File: src/rtl/keypad_matrix_emulator.sv
// Emulates one held key on a 4x4 active-low keypad matrix for scripted gameplay input.
// A command presses one key for a set number of cycles, then forces a release gap.
module keypad_matrix_emulator #(
    parameter int unsigned HOLD_W      = 16,
    parameter int unsigned GAP_CYCLES  = 8,
    parameter int unsigned COL_LATENCY = 1
) (
    input  logic              clk_i,
    input  logic              rst_i,
    input  logic              cmd_valid_i,
    output logic              cmd_ready_o,
    input  logic [2:0]        cmd_action_i,
    input  logic [HOLD_W-1:0] cmd_hold_i,
    input  logic              flush_i,
    input  logic [3:0]        row_i,
    output logic [3:0]        col_o,
    output logic              key_active_o,
    output logic              busy_o,
    output logic              done_o
);

    localparam int unsigned GapW = 8;

    typedef enum logic [1:0] {
        StIdle  = 2'd0,
        StPress = 2'd1,
        StGap   = 2'd2
    } state_e;

    if (GAP_CYCLES < 1 || GAP_CYCLES > 255) begin : gen_gap_check
        $error("GAP_CYCLES must be in 1..255");
    end
    if (COL_LATENCY != 1) begin : gen_latency_check
        $error("COL_LATENCY other than 1 is unsupported");
    end
    if (HOLD_W < 1) begin : gen_hold_check
        $error("HOLD_W must be at least 1");
    end

    state_e            state_q, state_d;
    logic [HOLD_W-1:0] hold_q, hold_d;
    logic [GapW-1:0]   gap_q, gap_d;
    logic [1:0]        key_row_q, key_row_d;
    logic [1:0]        key_col_q, key_col_d;
    logic              key_en_q, key_en_d;
    logic [3:0]        col_q, col_d;

    logic              dec_en;
    logic [1:0]        dec_row;
    logic [1:0]        dec_col;
    logic              accept;
    logic              hold_last;
    logic              gap_last;

    // Action to (row, col) key map; unused codes become timing-only presses.
    always_comb begin
        dec_en  = 1'b0;
        dec_row = 2'd0;
        dec_col = 2'd0;
        case (cmd_action_i)
            3'd1: begin
                dec_en  = 1'b1;
                dec_row = 2'd1;
                dec_col = 2'd0;
            end
            3'd2: begin
                dec_en  = 1'b1;
                dec_row = 2'd1;
                dec_col = 2'd2;
            end
            3'd3: begin
                dec_en  = 1'b1;
                dec_row = 2'd0;
                dec_col = 2'd1;
            end
            3'd4: begin
                dec_en  = 1'b1;
                dec_row = 2'd3;
                dec_col = 2'd1;
            end
            default: begin
                dec_en  = 1'b0;
                dec_row = 2'd0;
                dec_col = 2'd0;
            end
        endcase
    end

    assign cmd_ready_o = (state_q == StIdle);
    assign accept      = cmd_valid_i && cmd_ready_o && !flush_i;
    // A zero count is treated as the final cycle so the counters never wrap.
    assign hold_last   = (hold_q <= HOLD_W'(1));
    assign gap_last    = (gap_q <= GapW'(1));

    always_comb begin
        state_d   = state_q;
        hold_d    = hold_q;
        gap_d     = gap_q;
        key_row_d = key_row_q;
        key_col_d = key_col_q;
        key_en_d  = key_en_q;

        if (flush_i) begin
            state_d   = StIdle;
            hold_d    = '0;
            gap_d     = '0;
            key_row_d = 2'd0;
            key_col_d = 2'd0;
            key_en_d  = 1'b0;
        end else begin
            case (state_q)
                StIdle: begin
                    if (accept) begin
                        state_d   = StPress;
                        key_row_d = dec_row;
                        key_col_d = dec_col;
                        key_en_d  = dec_en;
                        hold_d    = (cmd_hold_i == '0) ? HOLD_W'(1) : cmd_hold_i;
                    end
                end
                StPress: begin
                    if (hold_last) begin
                        state_d = StGap;
                        hold_d  = '0;
                        gap_d   = GapW'(GAP_CYCLES);
                    end else begin
                        hold_d = hold_q - HOLD_W'(1);
                    end
                end
                StGap: begin
                    if (gap_last) begin
                        state_d  = StIdle;
                        gap_d    = '0;
                        key_en_d = 1'b0;
                    end else begin
                        gap_d = gap_q - GapW'(1);
                    end
                end
                default: begin
                    state_d  = StIdle;
                    hold_d   = '0;
                    gap_d    = '0;
                    key_en_d = 1'b0;
                end
            endcase
        end
    end

    // Column answers the current row strobe one cycle later; only the latched key can pull low.
    always_comb begin
        col_d = 4'hF;
        if (!flush_i && state_q == StPress && key_en_q && !row_i[key_row_q]) begin
            col_d[key_col_q] = 1'b0;
        end
    end

    always_ff @(posedge clk_i or posedge rst_i) begin
        if (rst_i) begin
            state_q   <= StIdle;
            hold_q    <= '0;
            gap_q     <= '0;
            key_row_q <= 2'd0;
            key_col_q <= 2'd0;
            key_en_q  <= 1'b0;
            col_q     <= 4'hF;
        end else begin
            state_q   <= state_d;
            hold_q    <= hold_d;
            gap_q     <= gap_d;
            key_row_q <= key_row_d;
            key_col_q <= key_col_d;
            key_en_q  <= key_en_d;
            col_q     <= col_d;
        end
    end

    assign col_o        = col_q;
    assign key_active_o = (state_q == StPress) && key_en_q;
    assign busy_o       = (state_q != StIdle);
    assign done_o       = (state_q == StGap) && gap_last && !flush_i;

`ifndef SYNTHESIS
    a_one_col_low: assert property (@(posedge clk_i) disable iff (rst_i)
        $countones(~col_o) <= 1);
    a_done_in_gap: assert property (@(posedge clk_i) disable iff (rst_i)
        done_o |-> (state_q == StGap));
`endif

endmodule

File: config.mk
export PLATFORM = sky130hd
export DESIGN_NAME = keypad_matrix_emulator
export DESIGN_NICKNAME = d
export VERILOG_FILES = /design/src/rtl/keypad_matrix_emulator.sv
export SDC_FILE = /design/constraint.sdc
export NUM_CORES = 1
export LEC_CHECK = 0
export CORE_UTILIZATION = 40
export DETAILED_ROUTE_END_ITERATION = 8
export GPL_TIMING_DRIVEN = 1
export PLACE_DENSITY = 0.74
export SLEW_MARGIN = 30
export SYNTH_ARGS = -nofsm -noshare
export SYNTH_HDL_FRONTEND = slang
export SYNTH_SLANG_ARGS = --single-unit
export TNS_END_PERCENT = 30
File: constraint.sdc
create_clock -name clk_i -period 2.6 [get_ports clk_i]
set_input_delay 0.39 -clock clk_i [delete_from_list [all_inputs] [get_ports clk_i]]
set_output_delay 0.39 -clock clk_i [all_outputs]
set_load 0.1 [all_outputs]
# Word level (Yosys, flattened, before mapping)
# Index checks and enable logic that the tools add are counted.
word_totals:
  regBits: 35
  latchBits: 0
  ram_bits: 0
  romBits: 0
  inputBits: 27
  out_inout_bits: 8
  elab_cells: 83
  n_memories: 0
op_classes:
  n_addsub: 2
  multipliers: 0
  div_mod_pow: 0
  n_lt_le_gt_ge: 5
  eq_ne: 12
  n_shift: 0
  n_mux: 32
  bitwise_logic: 1
  reduce_logical: 24
op_table:
  columns: ["operator", "n"]
  rows:
  - ["$mux W16", 4]
  - ["$pmux W16 S3", 1]
  - ["$mux W8", 3]
  - ["$pmux W8 S3", 1]
  - ["$mux W2", 10]
  - ["$le A16 B1 Y1 const B", 1]
  - ["$logic_not A16 Y1", 1]
  - ["$sub A16 B1 Y16 const B", 1]
  - ["$logic_and A1 B1 Y1", 9]
  - ["$le A8 B1 Y1 const B", 1]
  - ["$pmux W2 S2", 2]
  - ["$sub A8 B1 Y8 const B", 1]
  - ["$eq A3 B2 Y1 const B", 2]
  - ["$lt A2 B3 Y1 const B", 2]
  - ["$mux W1", 6]
  - ["$ne A3 B3 Y1 const B", 2]
  - ["$pmux W2 S3", 1]
  - ["$reduce_and A2 Y1", 3]
  - ["$reduce_and A3 Y1", 2]
  - ["$reduce_bool A2 Y1", 3]
  - ["$mux W4", 1]
  - ["$ne A2 B2 Y1 const B", 2]
  - ["$not A4 Y4", 1]
  - ["$reduce_or A2 Y1", 2]
  - ["13 further kinds", 14]

# Depth between registers and ports, before layout
# Gate-level depths: netlist of run 1.
logic_depth:
  word_depth: 6
  depth_mapped: 8
  depth_no_buf: 7

# Least setup slack after synthesis of run 1
# No wires, ideal clock.
synth_timing:
  path_kind: "register to output"
  startpoint: "register gap_q[4]"
  endpoint: "output port done_o"
  arrival_ps: 3373
  required_time_ps: 2210
  setup_slack_ps: -1163
  stages_incl_launch_ff: 4
  n_path_buf: 0
  cell_sequence: "dfrtp_1 or4_4 or3_4 nor3_1"
synth_via:
  elab_chain_len: 3
synth_rtl:
  columns: ["item", "line", "rtl"]
  rows:
  - ["from (decl)", "42", "logic [GapW-1:0] gap_q, gap_d;"]
  - ["from (signal assigned)", "169", "gap_q <= gap_d;"]
  - ["$le A8 B1 Y1", "93", "assign gap_last = (gap_q <= GapW'(1));"]
  - ["$logic_and A1 B1 Y1 (2 in series)", "180", "assign done_o = (state_q == StGap) && gap_last && !flush_i;"]
  - ["to (decl)", "19", "output logic done_o"]
# No other way between the ends.

# Worst setup path in the final report of run 1
# Same ends and word-level chain as after synthesis.

==> results.sh, run 1 <==
export IMPL_power_leakage_nw=1.197
export IMPL_cts_tree="built"
export IMPL_fillCellCount=485
export IMPL_path_cells="or4_4 > or3_4 > nor3_4 > buf_12"
export IMPL_wl_met2_um=2659
export IMPL_top_layer="met4"
export IMPL_setup_viol=0
export IMPL_drive_gt1_share_pct=14.19
export IMPL_root_buffer="clkbuf_8"
export IMPL_ys_seq_area_share_pct=39.29
export IMPL_synthesis_nets=279
export IMPL_drt_initial_drc_count=128
export IMPL_portBuffers=34
export IMPL_fmax_mhz=401.2
export IMPL_dieArea_um2=5909
export IMPL_netlist_top_cells_count="31 x dfrtp_1, 28 x nor2_1, 13 x nand2_1, 12 x a21oi_1, 12 x nand3_1"
export IMPL_antenna_found_initial=0
export IMPL_worst_setup_path_type="reg2out"
export IMPL_cap_viol_max_count=0
export IMPL_end_kind="output port"
export IMPL_crit_path_start_kind="flip-flop"
export IMPL_first_pass_iters=4
export IMPL_synth_edf_count=0
export IMPL_hold_buffers=0
export IMPL_fp_row_count=26
export IMPL_gp_congestion=0.8735
export IMPL_via_count=2141
export IMPL_cts_buffers=5
export IMPL_clock_skew_final_ns=0.01021
export IMPL_timing_final_crit_share_pct=95.87
export IMPL_routed_via_density=5.964
export IMPL_avgSynthCellArea_um2=9.189
export IMPL_drc_errors=0
export IMPL_syn_area_um2=2242
export IMPL_gr_usage_all_layers_pct=20.58
export IMPL_h_tree_depth=2
export IMPL_syn_to_final_growth_pct=25.95
export IMPL_synthCells=244
export IMPL_cts_setup_buffers=0
export IMPL_dp_hpwl_um=4207
export IMPL_synth_most_common_cell="dfrtp_1"
export IMPL_clk_path_buf_depth=2
export IMPL_synth_top_area_share_pct=34.60
export IMPL_num_antenna_cells=0
export IMPL_ys_flop_type="dfrtp_1"
export IMPL_async_flop_share_pct=100.0
export IMPL_start_util_pct=42.81
export IMPL_path_clk_slew_ns=0.07
export IMPL_core_area_um2=5238
export IMPL_post_cts_resized=0
export IMPL_worstPathMaxFanout=7
export IMPL_worst_path_max_delay_cell="or4_4"
export IMPL_die_h_um=76.87
export IMPL_rsz0062_at_grt="no"
export IMPL_routedWlPerCell_um=16.23
export IMPL_multiInputGateArea_um2=1306
export IMPL_synth_top_area_cell="dfrtp_1"
export IMPL_dieWidth_um=76.87
export IMPL_grt_pass1_vias=1934
export IMPL_grt_max_degree=36
export IMPL_ioPinCount=35
export IMPL_gr_total_overflow=0
export IMPL_wl_met3_um=338
export IMPL_synth_area_leaders="dfrtp_1 35%, dfstp_2 4.7%, nor2_1 4.7%"
export IMPL_ant_nets=0
export IMPL_insertion_delay_ns=0.30
export IMPL_cts_sinks=35
export IMPL_crit_arrival_ns=2.10
export IMPL_rrSetupSlack_ns=0.38
export IMPL_finalCriticalPeriod_ns=2.493
export IMPL_vdd_drop_max_uv=459.5
export IMPL_grt_pass1_wl_um=9515
export IMPL_whs_ns=0.4530
export IMPL_critical_path_max_stage_delay_ns=0.58
export IMPL_post_route_util_pct=53.92
export IMPL_regArea_um2=880.8
export IMPL_tns_ns=0
export IMPL_drv_slew=0
export IMPL_ys_types=56
export IMPL_cp_required_ns=2.21
export IMPL_ys_seq_elements=35
export IMPL_p_per_area_nw_per_um2=1006
export IMPL_tightest_slew_ns=0.8002
export IMPL_slew_headroom_pct=46.65
export IMPL_status="completed"
export IMPL_hp_class="reg2reg"
export IMPL_hold_viol=0
export IMPL_yosysWarnings=0
export IMPL_power_total_mw=2.841
export IMPL_wl_met1_um=2757
export IMPL_nets=323
export IMPL_finalWirelength_um=5828
## logic make-up (layout without fill, tap and decap cells)
| family | count (synthesis) | count (layout) | synth area share (%) |
|---|---|---|---|
| and+or+nand+nor | 105 | 105 | 26.06 |
| adders and majority gates | 8 | 8 | 4.464 |
| AOI/OAI and AO/OA | 73 | 73 | 24.39 |
| buffers and inverters | 18 | 63 | 3.069 |
| DFF | 35 | 35 | 39.29 |
| xor gates and xnor gates | 2 | 2 | 0.7814 |
| muxes | 3 | 3 | 1.953 |
## routing by layer
metal	vias to the layer above	global-route usage, %
met3	7	5.119
li1	1007	-
met1	1055	28.87
met2	72	30.54
met5	-	0
met4	0	7.115
## per-stage QoR
step                instances  setup slack, ns  area (um^2)
CTS                       359           0.1040         2824
global route              359          0.02852         2824
detailed placement        351           0.2566         2724
floorplan                 244           0.1178         2256
finish                    359           0.1074         2824
global placement          351           0.2555         2724
## report_power, final
part           internal [mW]  switching, mW  total [mW]
clock                  0.242          0.206       0.448
sequential             0.662          0.148       0.809
combinational          0.576           1.01        1.58
total                   1.48           1.36        2.84
## area by class of cell
type / count / share of cell area [%]
Inverter: 11 / 1.462
Sequential cell: 35 / 31.19
Tap cell: 70 / 3.101
Timing Repair Buffer: 44 / 14.44
Multi-Input combinational cell: 191 / 46.26
Clock buffer: 8 / 3.545
## state kept, by name (all words and copies together) (netlist names)
| signal | cells |
|---|---|
| key_en_q | 1 |
| col_o | 4 |
| hold_q | 16 |
| key_row_q | 2 |
| key_col_q | 2 |
| state_q | 2 |
| gap_q | 8 |
## placed cells by master, fill, tap and decap left out, types with 2 or more instances in the layout
master / count
a21oi_1: 12
clkdlybuf4s50_1: 26
and2_1: 3
ha_1: 7
nor4_1: 6
nand4_1: 2
a21boi_1: 2
nor4_2: 2
o41ai_1: 4
a221o_1: 7
o221ai_1: 2
nand2_1: 13
nor2b_1: 7
o21ai_0: 6
or3_1: 2
nand3_1: 12
o21ai_1: 11
nor3b_1: 2
clkbuf_8: 7
a211oi_1: 2
o31ai_1: 10
dfrtp_1: 31
or4_1: 3
inv_1: 11
dfstp_2: 4
nor2_1: 28
buf_4: 17
nand3b_1: 3
a22oi_1: 5
nor3_1: 5
nand2b_1: 8
## critical path, delay by kind of cell, from the launching register on
kind | cells | cell delay [ns]
buffers and inverters | 1 | 0.20
DFF | 1 | 0.46
and+or+nand+nor | 3 | 1.14
## path summary, 6_finish.rpt
kind,startpoint,endpoint,cells past startpoint
hold / removal,key_col_q[0],col_o[1],1
setup reg to reg,state_q[0],gap_q[4],6
max in group asynchronous,rst_i,col_o[0],3
setup / recovery,gap_q[4],done_o,4
min in group asynchronous,rst_i,hold_q[11],3
hold reg to reg,key_col_q[0],col_o[1],1
(Power assumes the default switching activity.)
==> inputs of run 2 (changes only) <==
--- a/config.mk
+++ b/config.mk
@@ -9,7 +9,7 @@
 export DETAILED_ROUTE_END_ITERATION = 8
 export GPL_TIMING_DRIVEN = 1
 export PLACE_DENSITY = 0.74
-export SLEW_MARGIN = 30
+export SLEW_MARGIN = 20
 export SYNTH_ARGS = -nofsm -noshare
 export SYNTH_HDL_FRONTEND = slang
 export SYNTH_SLANG_ARGS = --single-unit
==> results of run 2 <==
No change in the layout: final DEF, timing and power equal those of run 1.
==> inputs of run 3 (changes only) <==
--- a/config.mk
+++ b/config.mk
@@ -5,10 +5,10 @@
 export SDC_FILE = /design/constraint.sdc
 export NUM_CORES = 1
 export LEC_CHECK = 0
-export CORE_UTILIZATION = 40
+export CORE_UTILIZATION = 46
 export DETAILED_ROUTE_END_ITERATION = 8
 export GPL_TIMING_DRIVEN = 1
-export PLACE_DENSITY = 0.74
+export PLACE_DENSITY = 0.82
 export SLEW_MARGIN = 20
 export SYNTH_ARGS = -nofsm -noshare
 export SYNTH_HDL_FRONTEND = slang
==> run 3 against run 2 <==
  * Fmax up 0.81%
  * Sequential share of layout area increased by 0.22 points
  * Clock skew shrank 0.0047 ns
  * Clock-buffer cell count decreased by 1
  * Cell area is 0.71% lower
  * Sequential cell count did not move
  * Critical path depth unchanged
  * Routed wire length shrank 2.4%
  * Register-to-register slack got worse by 0.05 ns
  * Die area down 13%
  * Largest power group unchanged
==> results.sh, run 3 (same netlist as run 1, synthesis figures left out) <==
export IMPL_syn_to_final_growth_pct=25.06
export IMPL_drv_slew=0
export IMPL_fmax_mhz=404.4
export IMPL_core_area_um2=4692
export IMPL_top_register="hold_q"
export IMPL_tightest_slew_ns=0.7015
export IMPL_numPlacedInstances=337
export IMPL_min_delay_path_depth=1
export IMPL_via_count=2178
export IMPL_regArea_um2=880.8
export IMPL_p_per_area_nw_per_um2=1010
export IMPL_die_h_um=71.82
export IMPL_final_cell_mix="31 x dfrtp_1, 28 x nor2_1, 26 x clkdlybuf4s50_1"
export IMPL_critical_path_max_stage_delay_ns=0.57
export IMPL_routedWlPerCell_um=16.49
export IMPL_whs_ns=0.4726
export IMPL_portBuffers=34
export IMPL_gp_congestion=0.8700
export IMPL_hp_class="reg2reg"
export IMPL_end_kind="output port"
export IMPL_grt_max_degree=36
export IMPL_crit_arrival_ns=2.08
export IMPL_rrSetupSlack_ns=0.33
export IMPL_clock_skew_final_ns=0.005543
export IMPL_gr_total_overflow=0
export IMPL_power_switching_mw=1.361
export IMPL_start_util_pct=47.79
export IMPL_path_cells="or4_4 > or3_4 > nor3_4 > buf_12"
export IMPL_reg2reg_depth=6
export IMPL_first_pass_iters=5
export IMPL_p_comb_share_pct=57.8
export IMPL_drt_initial_drc_count=167
export IMPL_p_int_mw=1.470
export IMPL_layout_commonest_cell="dfrtp_1"
export IMPL_startpoint="gap_q[4]"
export IMPL_setup_viol=0
export IMPL_fillCellCount=410
export IMPL_cts_tree="built"
export IMPL_vdd_drop_max_uv=389.4
export IMPL_pwr_share_clk_pct=13.6
export IMPL_num_antenna_cells=0
export IMPL_status="completed"
export IMPL_worstPathMaxFanout=7
export IMPL_clk_path_buf_depth=2
export IMPL_fp_row_count=25
export IMPL_cts_buffers=5
export IMPL_cts_sinks=35
export IMPL_root_buffer="clkbuf_8"
export IMPL_p_seq_share_pct=28.7
export IMPL_dieArea_um2=5157
export IMPL_grt_pass1_vias=2038
export IMPL_worst_setup_path_type="reg2out"
export IMPL_h_tree_depth=2
export IMPL_routed_via_density=6.313
export IMPL_swShare_pct=48.08
export IMPL_worst_path_max_delay_cell="or4_4"
export IMPL_dieWidth_um=71.82
export IMPL_ant_nets=0
export IMPL_hold_buffers=0
export IMPL_insertion_delay_ns=0.29
export IMPL_slew_headroom_pct=53.06
export IMPL_finalCriticalPeriod_ns=2.473
export IMPL_crit_path_start_kind="flip-flop"
export IMPL_hold_path_end="col_o[3]"
export IMPL_drive_gt1_share_pct=14.78
export IMPL_r2r_start="state_q[0]"
export IMPL_nets=325
export IMPL_largest_reg_flops=16
export IMPL_hold_path_startpoint="key_col_q[1]"
export IMPL_rsz0062_at_grt="no"
export IMPL_multiInputGateArea_um2=1310
export IMPL_ioPinCount=35
export IMPL_r2r_end="gap_q[4]"
export IMPL_cp_required_ns=2.21
export IMPL_power_leakage_nw=1.198
export IMPL_gr_usage_all_layers_pct=22.97
export IMPL_tns_ns=0
export IMPL_path_clk_slew_ns=0.07
export IMPL_stdcell_count=345
export IMPL_drc_errors=0
export IMPL_cap_viol_max_count=0
export IMPL_finalWirelength_um=5690
export IMPL_antenna_found_initial=0
export IMPL_hold_viol=0
export IMPL_grt_pass1_wl_um=9218
export IMPL_dp_hpwl_um=4152
export IMPL_timing_final_crit_share_pct=95.10
[run 3: cell count changes in the layout (fill, tap and decap cells not counted), sizes merged]
cell,change
clkinv,+1
buf,+2
clkbuf,-1
[run 3: stage by stage]
step | setup WS [ns] | area (um^2) | util, % | power [mW]
detailed placement | 0.1714 | 2719 | 57.95 | 2.408
global placement | 0.2883 | 2719 | 57.95 | 2.381
floorplan | 0.1178 | 2256 | - | 1.942
finish | 0.1274 | 2804 | 59.76 | 2.831
CTS | 0.1272 | 2800 | 59.68 | 2.804
global route | 0.05751 | 2804 | 59.76 | 3.003
[run 3: how the worst max path moves through the flow]
stage                             to  slack (ns)
after floorplan               done_o        0.12
after global placement      gap_q[4]        0.29
after global routing          done_o        0.06
final                         done_o        0.13
after detailed placement  hold_q[11]        0.17
after CTS                     done_o        0.13
[run 3: cell type report]
class,instances,area share [%]
Multi-Input combinational cell,191,46.72
Sequential cell,35,31.41
Timing Repair Buffer,46,15.08
Clock buffer,7,2.722
Tap cell,54,2.410
Inverter,11,1.473
Clock inverter,1,0.1785
[run 3: worst max-delay path, delay by kind of cell, from the launching register on]
kind | cells | cell delay (ns)
DFF | 1 | 0.45
buffers and inverters | 1 | 0.20
and+or+nand+nor | 3 | 1.14
[run 3: timing repair]
item | 4_1_cts | 5_1_grt
buffers inserted | 0 | 0
setup endpoints to repair | 0 | 1
resized for setup | 0 | 1
[run 3: power groups by stage]
stage | logic (mW) | clock network, mW | registers (mW)
6_report | 1.64 | 0.384 | 0.811
3_3_place_gp | 1.57 | 0 | 0.809
3_5_place_dp | 1.59 | 0 | 0.816
2_1_floorplan | 1.16 | 0 | 0.784
5_1_grt | 1.76 | 0.415 | 0.829
4_1_cts | 1.61 | 0.388 | 0.807
[run 3: layer usage]
layer	track usage, %	vias to the layer above	routed length (um)
met4	8.932	0	134
met5	0	-	0
met2	36.27	103	2712
li1	-	1016	-
met1	30.45	1041	2422
met3	5.626	18	421
